==> config.mk <==
export PLATFORM = sky130hd
export DESIGN_NAME = exmem_stage
export DESIGN_NICKNAME = d
export VERILOG_FILES = /design/src/rtl/exmem_pkg.sv /design/src/rtl/exmem_alu.sv /design/src/rtl/exmem_stage.sv
export SDC_FILE = /design/constraint.sdc
export NUM_CORES = 1
export LEC_CHECK = 0
export BUFFER_PORTS_ARGS = -buffer_cell sky130_fd_sc_hd__clkbuf_2
export CAP_MARGIN = 20
export CORE_MARGIN = 3
export CORE_UTILIZATION = 40
export DETAILED_ROUTE_END_ITERATION = 16
export GPL_TIMING_DRIVEN = 1
export PLACE_DENSITY = 0.63
export SETUP_SLACK_MARGIN = 0.5
export SYNTH_ARGS = -nofsm -noshare
export SYNTH_HDL_FRONTEND = slang
export SYNTH_HIERARCHICAL = 1
export SYNTH_SLANG_ARGS = --single-unit
==> constraint.sdc <==
create_clock -name clk -period 3.2 [get_ports clk]
set_input_delay 0.32 -clock clk [delete_from_list [all_inputs] [get_ports clk]]
set_output_delay 0.32 -clock clk [all_outputs]
set_load 0.005 [all_outputs]
==> src/rtl/exmem_pkg.sv <==
// Shared encodings for the EX/MEM stage: operation classes, function codes
// and the data-memory handshake state enumeration.
package exmem_pkg;

    localparam logic [1:0] OP_R    = 2'b00;
    localparam logic [1:0] OP_I    = 2'b01;
    localparam logic [1:0] OP_MEM  = 2'b10;
    localparam logic [1:0] OP_CTRL = 2'b11;

    localparam logic [2:0] F_ADD  = 3'd0;
    localparam logic [2:0] F_SUB  = 3'd1;
    localparam logic [2:0] F_AND  = 3'd2;
    localparam logic [2:0] F_OR   = 3'd3;
    localparam logic [2:0] F_XOR  = 3'd4;
    localparam logic [2:0] F_SLL  = 3'd5;
    localparam logic [2:0] F_SRL  = 3'd6;
    localparam logic [2:0] F_SLTU = 3'd7;

    localparam logic [2:0] FI_ADDI = 3'd0;
    localparam logic [2:0] FI_LUI  = 3'd1;

    localparam logic [2:0] FM_LOAD  = 3'd0;
    localparam logic [2:0] FM_STORE = 3'd1;

    localparam logic [2:0] FC_BNE = 3'd0;
    localparam logic [2:0] FC_JMP = 3'd1;
    localparam logic [2:0] FC_JR  = 3'd2;

    typedef enum logic [1:0] {
        ST_IDLE   = 2'b00,
        ST_SETUP  = 2'b01,
        ST_ACCESS = 2'b10
    } mem_state_e;

endpackage

==> src/rtl/exmem_alu.sv <==
// Combinational ALU for register (op 00) and immediate (op 01) instructions.
// All arithmetic wraps modulo 2^DW; other op classes yield zero.
module exmem_alu
    import exmem_pkg::*;
#(
    parameter int DW = 16
) (
    input  logic [1:0]      op,
    input  logic [2:0]      funct,
    input  logic [DW-1:0]   reg1,
    input  logic [DW-1:0]   reg2,
    input  logic [DW/2-1:0] idata,
    output logic [DW-1:0]   result
);

    localparam int SW = $clog2(DW);

    logic [DW-1:0] imm_z;
    logic [SW-1:0] shamt;

    assign imm_z = {{(DW/2){1'b0}}, idata};
    assign shamt = idata[SW-1:0];

    always_comb begin
        result = '0;
        case (op)
            OP_R: begin
                case (funct)
                    F_ADD:   result = reg1 + reg2;
                    F_SUB:   result = reg1 - reg2;
                    F_AND:   result = reg1 & reg2;
                    F_OR:    result = reg1 | reg2;
                    F_XOR:   result = reg1 ^ reg2;
                    F_SLL:   result = reg1 << shamt;
                    F_SRL:   result = reg1 >> shamt;
                    F_SLTU:  result = {{(DW-1){1'b0}}, (reg1 < reg2)};
                    default: result = '0;
                endcase
            end
            OP_I: begin
                case (funct)
                    FI_ADDI: result = reg1 + imm_z;
                    FI_LUI:  result = {idata, {(DW/2){1'b0}}};
                    default: result = reg1 & imm_z;
                endcase
            end
            default: result = '0;
        endcase
    end

endmodule

==> src/rtl/exmem_stage.sv <==
// EX/MEM pipeline stage: single-cycle ALU/branch results, and loads/stores
// issued over an APB-style master with a bounded wait before timing out.
module exmem_stage
    import exmem_pkg::*;
#(
    parameter int DW       = 16,
    parameter int AW       = 6,
    parameter int PCW      = 32,
    parameter int MAX_WAIT = 4
) (
    input  logic            clk,
    input  logic            rst,
    input  logic            in_valid,
    output logic            in_ready,
    input  logic [1:0]      op,
    input  logic [2:0]      funct,
    input  logic [DW-1:0]   reg1,
    input  logic [DW-1:0]   reg2,
    input  logic [DW/2-1:0] idata,
    input  logic [AW-1:0]   memaddr,
    input  logic [PCW-1:0]  pc_in,
    output logic            out_valid,
    output logic [DW-1:0]   wb_data,
    output logic            wb_we,
    output logic [PCW-1:0]  pc_out,
    output logic            mem_err,
    output logic [AW-1:0]   paddr,
    output logic            psel,
    output logic            penable,
    output logic            pwrite,
    output logic [DW-1:0]   pwdata,
    input  logic [DW-1:0]   prdata,
    input  logic            pready
);

    localparam int WCW = (MAX_WAIT > 1) ? $clog2(MAX_WAIT) : 1;

    mem_state_e     state;
    logic [WCW-1:0] wait_cnt;
    logic [PCW-1:0] mem_pc;
    logic [DW-1:0]  alu_res;
    logic [PCW-1:0] pc_next;
    logic [4:0]     boff;
    logic           is_mem;
    logic           alu_we;

    exmem_alu #(.DW(DW)) u_alu (
        .op     (op),
        .funct  (funct),
        .reg1   (reg1),
        .reg2   (reg2),
        .idata  (idata),
        .result (alu_res)
    );

    assign in_ready = rst && (state == ST_IDLE);
    assign psel     = (state != ST_IDLE);
    assign penable  = (state == ST_ACCESS);
    assign is_mem   = (op == OP_MEM) && ((funct == FM_LOAD) || (funct == FM_STORE));
    assign alu_we   = (op == OP_R) || ((op == OP_I) && (funct <= FI_LUI));
    assign boff     = 5'(idata);

    always_comb begin
        pc_next = pc_in + PCW'(1);
        if (op == OP_CTRL) begin
            case (funct)
                FC_BNE: if (reg1 != reg2)
                            pc_next = pc_in + PCW'(1) + {{(PCW-5){boff[4]}}, boff};
                FC_JMP: pc_next = pc_in + PCW'(idata);
                FC_JR:  pc_next = PCW'(reg1);
                default: ;
            endcase
        end
    end

    always_ff @(posedge clk or negedge rst) begin
        if (!rst) begin
            state     <= ST_IDLE;
            wait_cnt  <= '0;
            mem_pc    <= '0;
            out_valid <= 1'b0;
            wb_data   <= '0;
            wb_we     <= 1'b0;
            pc_out    <= '0;
            mem_err   <= 1'b0;
            paddr     <= '0;
            pwrite    <= 1'b0;
            pwdata    <= '0;
        end else begin
            out_valid <= 1'b0;
            case (state)
                ST_IDLE: begin
                    // in_ready is implied here: rst is high and we are idle
                    if (in_valid) begin
                        if (is_mem) begin
                            state    <= ST_SETUP;
                            paddr    <= memaddr;
                            pwrite   <= (funct == FM_STORE);
                            pwdata   <= reg2;
                            mem_pc   <= pc_next;
                            wait_cnt <= '0;
                        end else begin
                            out_valid <= 1'b1;
                            wb_data   <= alu_res;
                            wb_we     <= alu_we;
                            pc_out    <= pc_next;
                            mem_err   <= 1'b0;
                        end
                    end
                end
                ST_SETUP: state <= ST_ACCESS;
                ST_ACCESS: begin
                    if (pready) begin
                        out_valid <= 1'b1;
                        wb_we     <= !pwrite;
                        if (!pwrite) wb_data <= prdata;
                        pc_out    <= mem_pc;
                        mem_err   <= 1'b0;
                        state     <= ST_IDLE;
                    end else if (wait_cnt == WCW'(MAX_WAIT - 1)) begin
                        out_valid <= 1'b1;
                        wb_we     <= 1'b0;
                        pc_out    <= mem_pc;
                        mem_err   <= 1'b1;
                        state     <= ST_IDLE;
                    end else begin
                        wait_cnt <= wait_cnt + WCW'(1);
                    end
                end
                default: state <= ST_IDLE;
            endcase
        end
    end

endmodule

Word-level counts from Yosys, hierarchy flattened. Index checks and enable logic that the tools add are counted.

Register bits after elaboration: 110. Bits of input ports: 103. Output and inout bits: 77. Word-level logic and storage cells: 105.

$add $sub $neg: 7. $lt $le $gt $ge: 2. Equal/unequal tests: 22. Shift operators: 2. Mux-type cells: 41. Bitwise gates (word level): 4. Reduce and logical (&&, ||, !) cells: 16.

Operator list (number): $mux W32 (6); $pmux W16 S8 (1); $pmux W16 S2 (3); $pmux W32 S3 (1); $mux W16 (4); $pmux W32 S2 (1); $add A32 B1 Y32 const B (1); $add A32 B32 Y32 (1); $add A32 B8 Y32 (1); $add A16 B16 Y16 (1); $add A16 B8 Y16 (1); $and A16 B16 Y16 (1); $and A16 B8 Y16 (1); $lt A16 B16 Y1 (1); $mux W2 (8); $ne A16 B16 Y1 (1); $or A16 B16 Y16 (1); $shl A16 B4 Y16 (1); $shr A16 B4 Y16 (1); $sub A16 B16 Y16 (1); $xor A16 B16 Y16 (1); $eq A3 B3 Y1 const B (4); $mux W1 (12); $ne A2 B2 Y1 const B (6); 20 further kinds (34).

Logic depth before layout (Yosys ltp).
Depth in word-level cells: 8. Mapped depth: 15. Mapped depth without buffers: 15.

Modules after synthesis. Netlist, hierarchy kept.

Modules (own cells, without submodules): exmem_stage (times used 1, cells an instance 1119, area each 8856.0 um2, seq. area each 2752.6 um2); exmem_alu (times used 1, cells an instance 656, area each 4383.0 um2, seq. area each 0.0 um2).

Least setup slack after synthesis. OpenSTA, ideal clock, no wires.

Path type: input port to flip-flop. Start point: input pc_in[10]. End point: register pc_out[31]. Setup time: 0.135 ns. Arrival: 3.220 ns. Data required time: 3.065 ns. Setup slack: -0.155 ns. Stages: 15. Path buffers: 1. Path through: clkbuf_2 > nand4_1 > nor2_1 > nand2_1 > nor2_1 > xor2_1 > ha_1 > a21o_1 > a21o_1 > a21o_1 > nand3b_1 > o211a_1 > or3_1 > a31oi_1 > o21ai_0.

Word-level cells in the longest chain between the ends: 8. Elaborated cells on any way between the ends: 9. Those cells by class: add/sub (3); mux (6).

Ends and longest elaborated chain: start, declared (line exmem_stage.sv:21) `input logic [PCW-1:0] pc_in,`; $add A32 B1 Y32 (line exmem_stage.sv:64, exmem_stage.sv:68); $add A32 B32 Y32 (line exmem_stage.sv:68) `pc_next = pc_in + PCW'(1) + {{(PCW-5){boff[4]}}, boff};`; $mux W32 (line exmem_stage.sv:67) `FC_BNE: if (reg1 != reg2)`; $pmux W32 S3 (line exmem_stage.sv:66) `case (funct)`; $mux W32 (*) (line exmem_stage.sv:65) `if (op == OP_CTRL) begin`; $mux W32 (*) (line exmem_stage.sv:95) `if (is_mem) begin`; $mux W32 (*) (line exmem_stage.sv:94) `if (in_valid) begin`; $pmux W32 S2 (*) (line exmem_stage.sv:91) `case (state)`; end signal, assigned (line exmem_stage.sv:106) `pc_out <= pc_next;`; end signal, assigned (line exmem_stage.sv:117) `pc_out <= mem_pc;`; end signal, assigned (line exmem_stage.sv:123) `pc_out <= mem_pc;`; end, declared (line exmem_stage.sv:25) `output logic [PCW-1:0] pc_out,`.

Mark *: on every way between the ends. The rest lies on a longest branch, timed or not. The select of a mux whose other input is x is not followed. A chain may end at the register's enable or synchronous reset.

Final worst setup path.
Start point: input pc_in[0]. End point: register pc_out[22].

Same word-level chain as after synthesis.

==> flow_summary_export.csv <==
group,metric,value,unit
status,outcome,"finished, violations left",
status,violations,"negative hold slack",
drt,num_vias,16070,
synth,synth_top_cells_by_count,"nand2_1, a21oi_1, nor2_1",
timing,final-max-slew-violation-count,0,
drt,firstDrtPassIters,6,
timing,setup_violations,0,
synth,ys_seq_elements,110,
die,die_h,188,µm
worst_setup_path,crit_required,3.49,ns
clock_network,worst_skew_pair.late_latency,0.36,ns
clock_network,htree_levels,3,
drt,routedWlPerCell,22.5,µm
place,dp_hpwl,47100,µm
drt,drtIter0Drc,2063,
power_and_ir_drop,p_leak,8.64,nW
clock_network,ctsHoldBuffers,0,
timing,hold_viol,11,
drt,vias_per_cell,6.00,
timing,relSlewSlack,48.2,%
synth,synth_area_leaders,"dfrtp_1, ha_1, nand2_1",
grt,grt_first_pass_wirelength,89900,µm
layout,layout.nets,2448,
worst_setup_path,path_max_fanout,5,
synth,yosys_warnings,6,
die,dieArea,35300,µm²
layout,multi_input_area,11000,µm²
clock_network,cts_tree,"built",
drt,routed_wl,60200,µm
die,io_pins,180,
run,drv_cap,0,
place,gp_congestion,1.07,
layout,final_util,58.5,%
synth,synth_sequential_area_ratio,20.8,%
timing,tightest_slew,0.772,ns
synth,ys.flop_type,"dfrtp_1",
timing,setup_slack,0.150,ns
layout,fillCellCount,2962,
synth,synth_top_area_share,20.8,%
clock_network,clkTransAtPathRegs,0.09,ns
timing,skew,0.0127,ns
timing,rsz0062_at_grt,"yes",
synth,ys_types,93,
synth,synth_top_cell_by_area,"dfrtp_1",
worst_setup_path,critical_path_class,"input port to flop",
clock_network,numCtsBuffers,9,
clock_network,clock-sinks,110,
synth,syn_area_per_cell,7.46,µm²
drt,drc_errors,0,
place,post-place-ws,-0.346,ns
die,start_util,41.2,%
worst_setup_path,end_kind,"flop",
timing,period_share,95.3,%
synth,synth_edf_count,0,
synth,yosysMostFrequentCell,"nand2_1",
die,core_area,32100,µm²
synth,syn_nets,1987,
drt,ant_nets,0,
min_path,hold_path_class,"input port to async pin",
die,rows,65,
grt,grt_pass1_vias,14919,
grt,grt.overflow.total,0,
layout,regArea,2750,µm²
timing,timing.hold.ws,-0.0126,ns
grt,antenna_found_initial,2,
timing,max_freq,328,MHz
timing,fin_crit,3.05,ns
grt,grt_max_degree,62,
place,io_buffers,179,
die,die_w,188,µm
clock_network,cts_max_path_buffers,2,
grt,grtUsageTotal,32.3,%
layout,syn_to_final_growth,41.9,%
synth,syn_area,13200,µm²
power_and_ir_drop,power_density,324,nW/µm²
clock_network,root_buffer,"clkbuf_16",
worst_setup_path,crit_path_start_kind,"input port",
synth,syn_inst,1775,
synth,async_flop_share,100,%
power_and_ir_drop,vdd_ir_drop_max,0.284,mV
layout,drive_gt1_share,36.1,%
worst_setup_path,arrival,3.34,ns
## report_power, final
group / switching (W) / internal [W]
clock network: 0.000590 / 0.000569
logic: 0.00172 / 0.00136
registers: 0.000169 / 0.00167
total: 0.00248 / 0.00359
## flip-flops by register name, summed over array words and instances, names as in the netlist
name / cells
mem_err: 1
mem_pc: 32
out_valid: 1
paddr: 6
pc_out: 32
pwdata: 16
pwrite: 1
state: 2
wait_cnt: 2
wb_data: 16
wb_we: 1
## worst max-delay path: stages
cell,delay [ns]
buf_8,0.08
buf_6,0.08
and4_4,0.24
nand4_1,0.18
buf_6,0.20
xnor2_4,0.22
buf_12,0.13
ha_4,0.19
a21oi_4,0.15
o211ai_1,0.11
o21a_2,0.29
buf_6,0.14
o31ai_4,0.28
o221ai_2,0.14
xnor2_1,0.14
o221a_2,0.31
o21ai_1,0.14
## worst paths after layout
path	slack, ns	cells past startpoint	endpoint	startpoint
max reg2reg	1.22	5	pc_out[3]	state[1]
max	0.15	17	pc_out[22]	pc_in[0]
min	-0.01	1	wait_cnt[0]	rst
max in group asynchronous	2.46	2	wb_data[2]	rst
min reg2reg	0.48	2	mem_pc[25]	mem_pc[25]
min in group clk	0.16	3	paddr[3]	memaddr[3]
## cells in the final DEF (no fill, tap or decap), drive strengths merged, types with 19 or more instances in the layout
cell type	instances
a211oi	25
nor3	41
clkbuf	181
nand3	35
o22ai	27
ha	104
xnor2	87
a21oi	162
nor2	147
inv	83
buf	380
nand4	19
xor2	35
a31oi	28
or3	22
a21o	37
dfrtp	110
and3	25
o21ai	135
nand2	263
mux2i	29
## routing by layer
metal	wire length, µm	global-route usage (%)
met1	27200	48.7
met2	25400	48.0
met3	6090	4.73
met4	1550	7.97
met5	11	0
## what timing repair did
action,CTS,global route
buffers inserted,22,24
gates resized for setup,126,135
setup endpoints to repair,49,64
pin swaps,62,103
## per-stage QoR
step / area [µm²] / instances / hold WS [ns] / setup TNS (ns) / total power (W)
after floorplan: 13500 / 1775 / 0.0244 / 0 / 0.00327
after detailed placement: 16900 / 2614 / 0.398 / -7.58 / 0.00452
after global placement: 16900 / 2614 / 0.390 / -5.02 / 0.00449
after global routing: 18800 / 2677 / 0.0412 / 0 / 0.00641
final: 18800 / 2677 / -0.0126 / 0 / 0.00608
after CTS: 17900 / 2652 / 0.00797 / 0 / 0.00583
## kinds of logic after synthesis
group	Yosys count	share of synthesized area (%)
AND/OR/NAND/NOR	633	22.4
AO/OA/AOI/OAI	577	28.2
buffers and inverters	182	5.92
XOR/XNOR	122	8.13
flip-flops	110	20.8
adder cells (fa/ha/maj)	109	10.6
multiplexers	42	3.89
## cell type report
cell class / count / share of cell area (%)
timing repair buffer: 552 / 20.6
multi-input combinational: 1483 / 58.5
antenna: 1 / 0.0133
clock inverter: 7 / 0.500
clock buffer: 9 / 1.20
sequential: 110 / 14.7
tap: 435 / 2.90
inverter: 80 / 1.61
Power figures use the tool's default switching activity.
